==> src/rtl/vga_pixel_out.sv <==
// vga_pixel_out: VGA raster generator (default 640x480@60) consuming RGB332
// bytes from the read side of the pixel FIFO and driving registered sync,
// DE and RGB565 outputs.
// Optional feature: define VGA_UNDERFLOW_STAT_EN to add the UNDERFLOW_FLAG
// and UNDERFLOW_CNT status ports.
module vga_pixel_out #(
   parameter int unsigned H_ACTIVE = 640,
   parameter int unsigned H_FP     = 16,
   parameter int unsigned H_SYNC   = 96,
   parameter int unsigned H_BP     = 48,
   parameter int unsigned V_ACTIVE = 480,
   parameter int unsigned V_FP     = 10,
   parameter int unsigned V_SYNC   = 2,
   parameter int unsigned V_BP     = 33,
   parameter logic        SYNC_POL = 1'b0
) (
   input  logic        Sys_clk,
   input  logic        Rst,
   input  logic        VGA_START,
   input  logic        VGA_FIFO_EMPTY,
   output logic        VGA_FIFO_RD_EN,
   input  logic [7:0]  VGA_FIFO_RD_DATA,
   output logic        VGA_HS,
   output logic        VGA_VS,
   output logic        VGA_DE,
   output logic [4:0]  VGA_R,
   output logic [5:0]  VGA_G,
   output logic [4:0]  VGA_B,
   output logic        FRAME_START
`ifdef VGA_UNDERFLOW_STAT_EN
   ,
   output logic        UNDERFLOW_FLAG,
   output logic [15:0] UNDERFLOW_CNT
`endif
);

   localparam logic [9:0] H_LAST = 10'(H_ACTIVE + H_FP + H_SYNC + H_BP - 1);
   localparam logic [9:0] V_LAST = 10'(V_ACTIVE + V_FP + V_SYNC + V_BP - 1);
   localparam logic [9:0] H_ACT  = 10'(H_ACTIVE);
   localparam logic [9:0] V_ACT  = 10'(V_ACTIVE);
   localparam logic [9:0] HS_BEG = 10'(H_ACTIVE + H_FP);
   localparam logic [9:0] HS_END = 10'(H_ACTIVE + H_FP + H_SYNC - 1);
   localparam logic [9:0] VS_BEG = 10'(V_ACTIVE + V_FP);
   localparam logic [9:0] VS_END = 10'(V_ACTIVE + V_FP + V_SYNC - 1);

   typedef enum logic {ST_IDLE = 1'b0, ST_RUN = 1'b1} state_t;

   state_t     r_state;
   state_t     w_state_nxt;
   logic [9:0] r_h_cnt;
   logic [9:0] r_v_cnt;

   logic       w_run;
   logic       w_active;
   logic       w_hsync;
   logic       w_vsync;
   logic       w_underflow;

   // first delay stage: region flags for the slot whose data is in flight
   logic       r_p1_de;
   logic       r_p1_hs;
   logic       r_p1_vs;
   logic       r_p1_blk;
   logic       r_p1_fs;

   assign w_run    = (r_state == ST_RUN);
   assign w_active = (r_h_cnt < H_ACT) && (r_v_cnt < V_ACT);
   assign w_hsync  = (r_h_cnt >= HS_BEG) && (r_h_cnt <= HS_END);
   assign w_vsync  = (r_v_cnt >= VS_BEG) && (r_v_cnt <= VS_END);

   // state register
   always_ff @(posedge Sys_clk) begin
      if (Rst) r_state <= ST_IDLE;
      else     r_state <= w_state_nxt;
   end

   // next state, FIFO pop strobe and underflow detect
   always_comb begin
      w_state_nxt    = r_state;
      VGA_FIFO_RD_EN = 1'b0;
      w_underflow    = 1'b0;
      case (r_state)
         ST_IDLE: begin
            if (VGA_START) w_state_nxt = ST_RUN;
         end
         ST_RUN: begin
            VGA_FIFO_RD_EN = w_active & ~VGA_FIFO_EMPTY;
            w_underflow    = w_active & VGA_FIFO_EMPTY;
         end
         default: w_state_nxt = ST_IDLE;
      endcase
   end

   // raster counters; held at (0,0) while idle
   always_ff @(posedge Sys_clk) begin
      if (Rst || !w_run) begin
         r_h_cnt <= '0;
         r_v_cnt <= '0;
      end else if (r_h_cnt == H_LAST) begin
         r_h_cnt <= '0;
         r_v_cnt <= (r_v_cnt == V_LAST) ? '0 : r_v_cnt + 10'd1;
      end else begin
         r_h_cnt <= r_h_cnt + 10'd1;
      end
   end

   // stage 1: capture region flags while the FIFO fetches the pixel
   always_ff @(posedge Sys_clk) begin
      if (Rst) begin
         r_p1_de  <= 1'b0;
         r_p1_hs  <= 1'b0;
         r_p1_vs  <= 1'b0;
         r_p1_blk <= 1'b0;
         r_p1_fs  <= 1'b0;
      end else begin
         r_p1_de  <= w_run & w_active;
         r_p1_hs  <= w_run & w_hsync;
         r_p1_vs  <= w_run & w_vsync;
         r_p1_blk <= w_underflow;
         r_p1_fs  <= w_run & (r_h_cnt == '0) & (r_v_cnt == '0);
      end
   end

   // stage 2: registered outputs aligned with the returned FIFO byte
   always_ff @(posedge Sys_clk) begin
      if (Rst) begin
         VGA_HS      <= ~SYNC_POL;
         VGA_VS      <= ~SYNC_POL;
         VGA_DE      <= 1'b0;
         VGA_R       <= '0;
         VGA_G       <= '0;
         VGA_B       <= '0;
         FRAME_START <= 1'b0;
      end else begin
         VGA_HS      <= r_p1_hs ? SYNC_POL : ~SYNC_POL;
         VGA_VS      <= r_p1_vs ? SYNC_POL : ~SYNC_POL;
         VGA_DE      <= r_p1_de;
         FRAME_START <= r_p1_fs;
         if (r_p1_de && !r_p1_blk) begin
            VGA_R <= {VGA_FIFO_RD_DATA[7:5], VGA_FIFO_RD_DATA[7:6]};
            VGA_G <= {VGA_FIFO_RD_DATA[4:2], VGA_FIFO_RD_DATA[4:2]};
            VGA_B <= {VGA_FIFO_RD_DATA[1:0], VGA_FIFO_RD_DATA[1:0], VGA_FIFO_RD_DATA[1]};
         end else begin
            VGA_R <= '0;
            VGA_G <= '0;
            VGA_B <= '0;
         end
      end
   end

`ifdef VGA_UNDERFLOW_STAT_EN
   // sticky underflow flag and saturating underflow slot counter
   always_ff @(posedge Sys_clk) begin
      if (Rst) begin
         UNDERFLOW_FLAG <= 1'b0;
         UNDERFLOW_CNT  <= '0;
      end else if (w_underflow) begin
         UNDERFLOW_FLAG <= 1'b1;
         if (UNDERFLOW_CNT != '1) UNDERFLOW_CNT <= UNDERFLOW_CNT + 16'd1;
      end
   end
`endif

endmodule

==> config.mk <==
export PLATFORM = sky130hd
export DESIGN_NAME = vga_pixel_out
export DESIGN_NICKNAME = d
export VERILOG_FILES = /design/src/rtl/vga_pixel_out.sv
export SDC_FILE = /design/constraint.sdc
export NUM_CORES = 1
export LEC_CHECK = 0
export CORE_UTILIZATION = 43
export DETAILED_ROUTE_END_ITERATION = 8
export PLACE_DENSITY = 0.73
export RECOVER_POWER = 100
export SKIP_LAST_GASP = 1
export SYNTH_ARGS = -nofsm -noshare
export SYNTH_HDL_FRONTEND = slang
export SYNTH_SLANG_ARGS = --single-unit
==> constraint.sdc <==
create_clock -name Sys_clk -period 1.85 [get_ports Sys_clk]
set_input_delay 0.37 -clock Sys_clk [delete_from_list [all_inputs] [get_ports Sys_clk]]
set_output_delay 0.37 -clock Sys_clk [all_outputs]
set_load 0.01 [all_outputs]
---- Word-level counts from Yosys, hierarchy flattened ----
Index checks and enable logic that the tools add are counted.
word-level totals
  bits in registers ....................... 46
  word-level logic and storage cells ...... 53
cells by class
  $lt $le $gt $ge ......................... 6
  reduce and logical (&&, ||, !) cells .... 12
  mux-type cells .......................... 6
  add/subtract/negate cells ............... 2
  equality and inequality tests ........... 2
  bitwise gates (word level) .............. 10
operators by type and width
  operator                                                                              count
  10-bit by 1-bit adder with 10-bit output, second input constant                       2
  10-bit equality test, second input constant                                           2
  10-bit zero test                                                                      2
  10-bit greater-or-equal comparator, second input constant                             1
  10-bit by 9-bit greater-or-equal comparator with 1-bit output, second input constant  1
  10-bit <= comparator, second input constant                                           1
  10-bit by 9-bit <= comparator with 1-bit output, second input constant                1
  10-bit less-than comparator, second input constant                                    1
  10-bit by 9-bit less-than comparator with 1-bit output, second input constant         1
  10-bit 2-to-1 mux                                                                     1
  1-bit AND                                                                             7
  2-bit OR reduction                                                                    3
  1-bit 2-to-1 mux                                                                      5
  1-bit logical AND                                                                     4
  1-bit inverter                                                                        3
  1-bit zero test                                                                       2
  1-bit logical OR                                                                      1

---- Depth between registers and ports, before layout ----
Gate-level depths: netlist of run 1.
  word-level depth ........................ 4
  mapped depth ............................ 6
  mapped depth without buffers ............ 6

---- Worst setup path before layout of run 1 ----
No wires, ideal clock.
  kind .................................... register to register
  from .................................... reg r_h_cnt[5]
  to ...................................... reg r_v_cnt[7]
  path slack .............................. -0.141 ns
  cell stages (with the launch flop) ...... 7
  library setup time ...................... 0.068 ns
  buffers on the path ..................... 2
  period minus slack after synthesis ...... 1.991 ns
  arrival ................................. 1.923 ns
  cell sequence ........................... dfxtp_1 -> buf_6 -> or3_4 -> buf_6 -> or4_4 -> or3_1 -> a21oi_2
between the ends
  cells in the longest elaborated chain, start to end .. 1
ends and longest elaborated chain
  item                      line  source
  start: declaration        50    logic [9:0] r_h_cnt;
  start signal: assignment  103   r_h_cnt <= r_h_cnt + 10'd1;
  10-bit equality test      99    end else if (r_h_cnt == H_LAST) begin
  end signal: assignment    101   r_v_cnt <= (r_v_cnt == V_LAST) ? '0 : r_v_cnt + 10'd1;
  end: declaration          51    logic [9:0] r_v_cnt;
Every way passes these cells.
A chain may end at the register's enable or synchronous reset.

---- Worst setup path after layout of run 1 ----
  from .................................... reg r_h_cnt[6]
  to ...................................... reg r_v_cnt[9]
The elaborated chain is that of the path after synthesis.

==> results of run 1 <==
worst paths after layout:
| kind | from | slack [ns] | cells past startpoint | endpoint |
|---|---|---|---|---|
| setup / recovery | r_h_cnt[6]$_SDFF_PP0_ | 0.007 | 4 | r_v_cnt[9]$_SDFFE_PP0P_ |
| hold reg to reg | r_p1_hs$_SDFF_PP0_ | 0.38 | 1 | VGA_HS$_SDFF_PP1_ |
| hold / removal | r_p1_hs$_SDFF_PP0_ | 0.38 | 1 | VGA_HS$_SDFF_PP1_ |
| setup reg to reg | r_h_cnt[6]$_SDFF_PP0_ | 0.007 | 4 | r_v_cnt[9]$_SDFFE_PP0P_ |
cells by family (layout without fill, tap and decap cells):
kind of cell | after synthesis | count (layout)
adder cells (fa/ha/maj) | 4 | 4
AND/OR/NAND/NOR | 88 | 88
AO/OA/AOI/OAI | 11 | 11
XOR/XNOR | 13 | 13
flip-flops | 38 | 38
buffers and inverters | 20 | 68
multiplexers | 1 | 1
sequential cells by signal (all words and copies together), names as in the netlist:
signal       cells
r_p1_fs          1
r_p1_hs          1
VGA_G            3
VGA_DE           1
VGA_HS           1
r_p1_blk         1
VGA_B            2
r_state          1
VGA_R            3
r_v_cnt         10
r_h_cnt         10
VGA_VS           1
r_p1_vs          1
r_p1_de          1
FRAME_START      1
stage by stage:
stage | total power [mW] | setup WS (ns)
floorplan | 0.885 | -0.0117
global placement | 0.936 | -0.0260
detailed placement | 0.938 | -0.0708
CTS | 1.52 | -0.0130
global route | 1.56 | -0.0388
finish | 1.50 | 0.00721
critical path: cells and delay by family, from the launching register on:
kind               cells  cell delay (ns)
AOI/OAI and AO/OA      1             0.14
and+or+nand+nor        3             1.31
DFF                    1             0.33
cell usage after synthesis (2+ instances only):
| library cell | instances | area (sq um) |
|---|---|---|
| sky130_fd_sc_hd__or3_1 | 3 | 18.8 |
| sky130_fd_sc_hd__inv_1 | 6 | 22.5 |
| sky130_fd_sc_hd__nand2_1 | 10 | 37.5 |
| sky130_fd_sc_hd__nand3_1 | 9 | 45.0 |
| sky130_fd_sc_hd__or4_1 | 3 | 22.5 |
| sky130_fd_sc_hd__nor2b_1 | 4 | 25.0 |
| sky130_fd_sc_hd__o21ai_0 | 3 | 15.0 |
| sky130_fd_sc_hd__xnor2_1 | 9 | 78.8 |
| sky130_fd_sc_hd__clkbuf_1 | 2 | 7.51 |
| sky130_fd_sc_hd__dfxtp_1 | 38 | 761 |
| sky130_fd_sc_hd__ha_1 | 4 | 50.1 |
| sky130_fd_sc_hd__buf_4 | 9 | 67.6 |
| sky130_fd_sc_hd__nor4_1 | 8 | 50.1 |
| sky130_fd_sc_hd__nand2b_1 | 3 | 18.8 |
| sky130_fd_sc_hd__a21oi_1 | 3 | 15.0 |
| sky130_fd_sc_hd__and3_1 | 2 | 12.5 |
| sky130_fd_sc_hd__nand3b_1 | 2 | 15.0 |
| sky130_fd_sc_hd__nand4_1 | 5 | 31.3 |
| sky130_fd_sc_hd__and2_1 | 9 | 56.3 |
| sky130_fd_sc_hd__buf_6 | 2 | 22.5 |
| sky130_fd_sc_hd__xor2_1 | 4 | 35.0 |
| sky130_fd_sc_hd__nor2_1 | 22 | 82.6 |
| sky130_fd_sc_hd__nor3_1 | 2 | 10.0 |
power by group:
| group | switching [mW] | total [mW] | internal [mW] | leakage (nW) |
|---|---|---|---|---|
| registers | 0.00457 | 0.834 | 0.829 | 0.310 |
| clock network | 0.288 | 0.587 | 0.299 | 0.0472 |
| logic | 0.0328 | 0.0800 | 0.0472 | 0.475 |
| total | 0.326 | 1.50 | 1.18 | 0.832 |
area by class of cell:
cell class / count / area [sq um]
timing repair buffer: 54 / 474
inverter: 6 / 22.5
clock inverter: 2 / 12.5
clock buffer: 6 / 82.6
multi-input combinational: 117 / 762
fill: 301 / 1290
sequential: 38 / 766
tap: 46 / 57.6
metal layers:
metal	track usage	vias up	share of wire
met4	0.0930	0	0.030
met1	0.221	634	0.41
met3	0.0598	13	0.074
li1	-	687	-
met2	0.332	62	0.48
met5	0	-	0
what timing repair did:
action / CTS / global route
setup endpoints to repair: 8 / 10
pin swaps: 3 / 6
gates resized for setup: 3 / 9
hold endpoints to repair: 0 / 0
buffers inserted: 1 / 1
==> flow_summary.toml, run 1 <==
[sta]
min_period_ns = 1.84
grt_setup_unrepaired = "yes"
finalSetupViolCount = 0
tightest_slew_ns = 0.379
timing.setup.tns_ns = 0
slew_headroom = 0.745
period_share = 0.996
timing.clock.skew_ns = 0.00410
finalHoldViolCount = 0
report.final.slew_viol_count = 0
maxClockFrequency_mhz = 543
whs_ns = 0.380

[placed_design]
dpl.cell_count = 259
finalWeightedCongestion = 0.827
dpl.hpwl_um = 2540
dpl-instance-area_sq_um = 2040
portBuffers = 32

[synthesis]
syn_avg_cell_area_sq_um = 9.19
dominant_combinational_cell_family_by_area_after_synthesis = "simple AND/OR/NAND/NOR gates"
post_synth_and_or_nand_nor_area_fraction = 0.299
async_flop_share = 0
syn_area_sq_um = 1610
synth_compound_gate_area_share = 0.0420
post_synth_mux_area_share = 0.00623
yosysWarningCount = 0
synth-edff-count = 0
syn_nets = 191
ys_seq_area_frac = 0.473
synth-xor-area-share = 0.0708
syn_inst = 175
synth_cell_type_count = 36
flops_latches_synth = 38
synthFlopType = "sky130_fd_sc_hd__dfxtp_1"
yosys.area_share.adder = 0.0311

[power_and_ir_drop]
powerDensity_nw_per_um2 = 690
vdd_ir_drop_max_mv = 0.453
leakage_nw = 0.832

[worst_setup_path]
worstSetupEndpointType = "flip-flop"
critPathArrivalTime_ns = 2.07
critPathMostFrequentCell = "sky130_fd_sc_hd__or3_4"
crit_slowest_cell = "sky130_fd_sc_hd__or4_4"
worstPathCellList = "or3_4 -> or4_4 -> or3_4 -> a21oi_2"
crit_path_max_incr_delay_ns = 0.56
worst_ep_required_time_ns = 2.08
critical_path.startpoint_type = "flip-flop"
critical_path.max_fanout = 5
setup.worst_path.class = "reg -> reg"

[cells_and_area]
final_util = 0.628
fin_nets = 238
postLayoutCellArea_sq_um = 2180
drive_above_1_share = 0.206
final_cell_mix = "sky130_fd_sc_hd__dfxtp_1, sky130_fd_sc_hd__nor2_1, sky130_fd_sc_hd__dlygate4sd3_1, sky130_fd_sc_hd__buf_4"
area_growth_pct = 35.4
n_antenna_cell = 0
layoutNonFillerInstCount = 269
layout.cells.most_common = "sky130_fd_sc_hd__dfxtp_1"

[clocking]
cts.path.max_buffers = 2
total_clock_buffers_created_by_cts = 5
clk-insertion-delay-late_ns = 0.29
tritoncts_num_sinks = 38
cts_hold_buf = 0
ctsHtreeMaxLevel = 2
clock-root-buffer = "sky130_fd_sc_hd__clkbuf_8"
cts_tree = "done"
cts.reportedPaths.clkPinSlew_ns = 0.07

[global_route]
antenna_found_initial = 0
global_route.usage.total = 0.195
grt-ovfl-total = 0
grt_first_pass_wirelength_um = 6000
grt_start_max_net_pins = 13
vias_in_the_first_global_route = 1348

[die]
initial_utilization = 0.464
chipHeight_um = 63.1
row_count = 21
die_x_um = 63.1
design.portCount = 33
core_area_sq_um = 3470
floorplan.die_area_sq_um = 3990

[hold_path]
hold_crit_path_type = "reg -> reg"

[drt]
postRouteAntennaNets = 0
drt_drc_violations_left = 0
post_drt_wl_per_cell_um = 12.9
drtIter0Drc = 71
num_vias = 1396
drt-vias-per-instance = 5.19
number_of_search_and_repair_iterations_in_the_first_detailed_routing_pass = 4
route.final.wire_length_um = 3470

[run]
maxCapViolations = 0

[outcome]
outcome = "completed"
Note: power is estimated with default switching activity, not from simulation.
==> run 2: changes to the inputs <==
CAP_MARGIN = 20   (was not set)
PLACE_DENSITY = 0.7   (was 0.73)
SKIP_CTS_REPAIR_TIMING = 1   (was not set)
clock period = 1.9 ns   (was 1.85 ns; I/O delays follow)
==> run 2 against run 1 <==
Effect of this change:
- combinational power fell by 3.0%
- critical endpoint unchanged
- clock skew rose by 0.00093 ns
- first-iteration DRC count rose by 20%
- non-clock buffer count fell by 3
- wire length fell by 4.0%
- core utilization fell by 1.6 points
- clock power fell by 4.8%
- critical path depth rose by 1
- via count fell by 3.4%
- highest routed layer unchanged
- final cell count fell by 1.1%
- total power fell by 3.5%
==> flow_summary.toml, run 2 (synthesized netlist as in run 1, its figures left out) <==
[worst_setup_path]
setup.worst_path.class = "reg -> reg"
critical_path.max_fanout = 5
timing.reg2reg.setup_slack_ns = 0.04
worst_ep_required_time_ns = 2.12
critical_path.startpoint_type = "flip-flop"
worstSetupEndpointType = "flip-flop"
critPathArrivalTime_ns = 2.08

[sta]
timing.setup.tns_ns = 0
finalHoldViolCount = 0
report.final.slew_viol_count = 0
tightest_slew_ns = 0.405
min_period_ns = 1.86
finalSetupViolCount = 0
period_share = 0.977
timing.clock.skew_ns = 0.00503
maxClockFrequency_mhz = 538
slew_headroom = 0.727
setup_ws_ns = 0.0428

[power_and_ir_drop]
vdd_ir_drop_max_mv = 0.303
leakage_nw = 0.828
report.power.total_mw = 1.45
powerDensity_nw_per_um2 = 682

[clocking]
clock-root-buffer = "sky130_fd_sc_hd__clkbuf_8"
cts.path.max_buffers = 2
cts.reportedPaths.clkPinSlew_ns = 0.07
ctsHtreeMaxLevel = 2
clk-insertion-delay-late_ns = 0.28
total_clock_buffers_created_by_cts = 5
cts_tree = "done"
tritoncts_num_sinks = 38

[cells_and_area]
final_cell_mix = "sky130_fd_sc_hd__dfxtp_1, sky130_fd_sc_hd__nor2_1, sky130_fd_sc_hd__dlygate4sd3_1, sky130_fd_sc_hd__buf_4"
area_growth_pct = 32.1
n_antenna_cell = 0
biggestRegsByFlops = "r_h_cnt: 10 flops, r_v_cnt: 10 flops"
layout.cells.most_common = "sky130_fd_sc_hd__dfxtp_1"
num-fill-cells = 309
fin_nets = 235
final_util = 0.612
drive_above_1_share = 0.136

[die]
chipHeight_um = 63.1
row_count = 21
floorplan.die_area_sq_um = 3990
die_x_um = 63.1
design.portCount = 33
core_area_sq_um = 3470
initial_utilization = 0.464

[run]
maxCapViolations = 0

[hold_path]
hold_crit_path_type = "reg -> reg"

[global_route]
antenna_found_initial = 0
global_route.usage.total = 0.176
grt_start_max_net_pins = 12
grt-ovfl-total = 0
grt_first_pass_wirelength_um = 5350
vias_in_the_first_global_route = 1186

[drt]
drt_drc_violations_left = 0
route.final.wire_length_um = 3330
drtIter0Drc = 85
postRouteAntennaNets = 0
number_of_search_and_repair_iterations_in_the_first_detailed_routing_pass = 4
drt-vias-per-instance = 5.07
post_drt_wl_per_cell_um = 12.5
num_vias = 1348

[placed_design]
finalWeightedCongestion = 0.803
portBuffers = 32
dpl.hpwl_um = 2520
placement.setup.worst_slack_ns = -0.0861

[outcome]
outcome = "completed"
## run 2: worst paths after layout
| kind | startpoint | endpoint | cells after the start |
|---|---|---|---|
| worst max-delay path | r_h_cnt[0]$_SDFF_PP0_ | r_v_cnt[9]$_SDFFE_PP0P_ | 5 |
| worst min-delay path | r_p1_hs$_SDFF_PP0_ | VGA_HS$_SDFF_PP1_ | 1 |
| worst max register to register | r_h_cnt[0]$_SDFF_PP0_ | r_v_cnt[9]$_SDFFE_PP0P_ | 5 |
| worst min register to register | r_p1_hs$_SDFF_PP0_ | VGA_HS$_SDFF_PP1_ | 1 |
## run 2: layer usage
metal	GRT usage	vias up	wire length, um
li1	-	672	-
met1	0.218	639	1510
met3	0.0525	6	192
met4	0.0698	0	48
met5	0	-	0
met2	0.282	31	1580
## run 2: where the power goes
part / internal [mW] / switching (mW) / total, mW / leakage, nW
clock: 0.292 / 0.266 / 0.559 / 0.0482
combinational: 0.0461 / 0.0315 / 0.0776 / 0.472
sequential: 0.808 / 0.00463 / 0.812 / 0.308
total: 1.15 / 0.302 / 1.45 / 0.828
## run 2: final cells by class
class,count,area [sq um],share of cell area
Clock buffer,7,86.3,0.0407
Clock inverter,1,5.00,0.00236
Inverter,6,22.5,0.0106
Multi-Input combinational cell,117,737,0.347
Sequential cell,38,761,0.358
Tap cell,46,57.6,0.0271
Timing Repair Buffer,51,454,0.214
## run 2: metrics by stage
stage	hold slack [ns]	cell area [sq um]	cells
after floorplan	0.355	1610	175
after global placement	0.361	2030	258
after detailed placement	0.363	2030	258
after CTS	0.376	2120	266
after global routing	0.401	2120	266
final	0.376	2120	266
## run 2: critical path: stages, from the launching register on
cell                      delay, ns
sky130_fd_sc_hd__dfxtp_1       0.34
sky130_fd_sc_hd__ha_1          0.17
sky130_fd_sc_hd__nand4_1       0.18
sky130_fd_sc_hd__or4_4         0.62
sky130_fd_sc_hd__or3_1         0.33
sky130_fd_sc_hd__a21oi_1       0.15
==> run 3: changes to the inputs <==
ABC_AREA = 1   (was not set)
PLACE_DENSITY = 0.69   (was 0.7)
==> run 3 against run 2 <==
Effect of this change:
- first-iteration DRC count up 21%
- worst hold slack better by 0.0042 ns
- die area up 8.4%
- register-to-register slack better by 0.12 ns
- global-route usage up 1.4 points
- final area up 3.5%
- via count up 15%
- clock skew about the same
- clock-buffer cell count down 2
==> flow_summary.toml, run 3 <==
[placed_design]
portBuffers = 32
dpl.hpwl_um = 2680
finalWeightedCongestion = 0.853
dpl.cell_count = 322

[cells_and_area]
biggestRegsByFlops = "r_h_cnt: 10 flops, r_v_cnt: 10 flops"
num-fill-cells = 365
area_growth_pct = 25.7
multiInputGateArea_sq_um = 748
layoutNonFillerInstCount = 330
drive_above_1_share = 0.0638
regArea_sq_um = 761
n_antenna_cell = 0
fin_nets = 297
layout.cells.most_common = "sky130_fd_sc_hd__nand2_1"
final_cell_mix = "sky130_fd_sc_hd__nand2_1, sky130_fd_sc_hd__nor2_1, sky130_fd_sc_hd__inv_1, sky130_fd_sc_hd__dfxtp_1, sky130_fd_sc_hd__dlygate4sd3_1"

[drt]
maxUsedRoutingLayer = "met4"
post_drt_wl_per_cell_um = 10.7
drt-vias-per-instance = 4.69
postRouteAntennaNets = 0
route.final.wire_length_um = 3540
met3_wirelength_um = 227
drtIter0Drc = 103
wl_met1_um = 1700
drt_drc_violations_left = 0
num_vias = 1547
number_of_search_and_repair_iterations_in_the_first_detailed_routing_pass = 4
met2_wirelength_um = 1530

[synthesis]
async_flop_share = 0
syn_inst = 246
synthFlopType = "sky130_fd_sc_hd__dfxtp_1"
synth_top_cell_by_area = "sky130_fd_sc_hd__dfxtp_1"
synth_cell_type_count = 25
synth-edff-count = 0
most_frequent_cell_after_synthesis = "sky130_fd_sc_hd__nand2_1"
netlist_top_cells_count = "sky130_fd_sc_hd__nand2_1, sky130_fd_sc_hd__nor2_1, sky130_fd_sc_hd__dfxtp_1, sky130_fd_sc_hd__inv_1, sky130_fd_sc_hd__nand3_1"
ys_seq_area_frac = 0.435
syn_nets = 262
yosysWarningCount = 0
synth_top_area_share = 0.435
syn_area_sq_um = 1750
post_synth_main_area_contributors = "sky130_fd_sc_hd__dfxtp_1, sky130_fd_sc_hd__nand2_1, sky130_fd_sc_hd__nor2_1"
flops_latches_synth = 38
syn_avg_cell_area_sq_um = 7.11

[global_route]
vias_in_the_first_global_route = 1412
global_route.usage.total = 0.189
grt_start_max_net_pins = 15
grt_first_pass_wirelength_um = 6160
antenna_found_initial = 0
grt-ovfl-total = 0

[sta]
finalHoldViolCount = 0
timing.clock.skew_ns = 0.00514
whs_ns = 0.380
maxClockFrequency_mhz = 564
min_period_ns = 1.77
report.final.slew_viol_count = 0
timing.setup.tns_ns = 0
grt_setup_unrepaired = "no"
tightest_slew_ns = 0.583
finalSetupViolCount = 0
slew_headroom = 0.611
period_share = 0.933

[power_and_ir_drop]
report.power.total_mw = 1.61
powerDensity_nw_per_um2 = 733
vdd_ir_drop_max_mv = 0.371
leakage_nw = 1.00

[clocking]
clock-root-buffer = "sky130_fd_sc_hd__clkbuf_8"
tritoncts_num_sinks = 38
cts_tree = "done"
ctsHtreeMaxLevel = 2
cts.reportedPaths.clkPinSlew_ns = 0.08
total_clock_buffers_created_by_cts = 5
clk-insertion-delay-late_ns = 0.30
cts.path.max_buffers = 2

[worst_setup_path]
critical_path.max_fanout = 5
critPathArrivalTime_ns = 1.39
worst_ep_required_time_ns = 1.52
critical_path.startpoint_type = "flip-flop"
worstSetupEndpointType = "output pin"
setup.worst_path.class = "reg -> out"

[hold_path]
hold_crit_path_type = "reg -> reg"

[die]
design.portCount = 33
floorplan.die_area_sq_um = 4320
core_area_sq_um = 3770
die_x_um = 65.8
chipHeight_um = 65.8
initial_utilization = 0.464
row_count = 22

[run]
maxCapViolations = 0

[outcome]
outcome = "completed"
==> run 3: worst paths after layout <==
kind,slack [ns],cells past startpoint,from,end
max,0.13,6,r_h_cnt[8]$_SDFF_PP0_,VGA_FIFO_RD_EN
min,0.38,1,r_p1_vs$_SDFF_PP0_,VGA_VS$_SDFF_PP1_
max reg2reg,0.16,7,r_h_cnt[0]$_SDFF_PP0_,r_h_cnt[8]$_SDFF_PP0_
min reg2reg,0.38,1,r_p1_vs$_SDFF_PP0_,VGA_VS$_SDFF_PP1_
==> run 3: through the flow <==
step / util / instance area (sq um) / worst slack, ns
after floorplan: - / 1750 / 0.600
after global placement: 0.555 / 2090 / 0.0991
after detailed placement: 0.555 / 2090 / 0.0245
after CTS: 0.586 / 2210 / -0.308
after global routing: 0.583 / 2200 / 0.0405
final: 0.583 / 2200 / 0.128
==> run 3: kinds of logic after synthesis <==
| logic type | count (synthesis) | synth area share |
|---|---|---|
| buffers and inverters | 51 | 0.135 |
| AO/OA/AOI/OAI | 13 | 0.0387 |
| XOR/XNOR | 5 | 0.0251 |
| AND/OR/NAND/NOR | 135 | 0.337 |
| flip-flops | 38 | 0.435 |
| adder cells (fa/ha/maj) | 4 | 0.0286 |
==> run 3: final cells by class <==
class / count / area share
Clock buffer: 5 / 0.0313
Clock inverter: 3 / 0.0205
Inverter: 40 / 0.0683
Multi-Input combinational cell: 157 / 0.341
Sequential cell: 38 / 0.346
Tap cell: 48 / 0.0273
Timing Repair Buffer: 39 / 0.166
==> run 3: worst max-delay path: stages (launching register included) <==
cell                             delay (ns)
sky130_fd_sc_hd__dfxtp_1               0.37
sky130_fd_sc_hd__nand2_1               0.11
sky130_fd_sc_hd__inv_1                 0.08
sky130_fd_sc_hd__nor3_2                0.16
sky130_fd_sc_hd__nand2_1               0.10
sky130_fd_sc_hd__nor2_1                0.11
sky130_fd_sc_hd__dlymetal6s2s_1        0.17
==> run 3: layer usage <==
| layer | track usage | vias to the layer above |
|---|---|---|
| met3 | 0.0451 | 8 |
| li1 | - | 822 |
| met2 | 0.293 | 39 |
| met5 | 0 | - |
| met4 | 0.101 | 0 |
| met1 | 0.240 | 678 |
==> run 3: where the power goes <==
group / leakage [nW] / total (mW) / switching, mW / internal (mW)
registers: 0.308 / 0.816 / 0.00579 / 0.810
clock network: 0.0504 / 0.695 / 0.305 / 0.390
logic: 0.642 / 0.0986 / 0.0483 / 0.0503
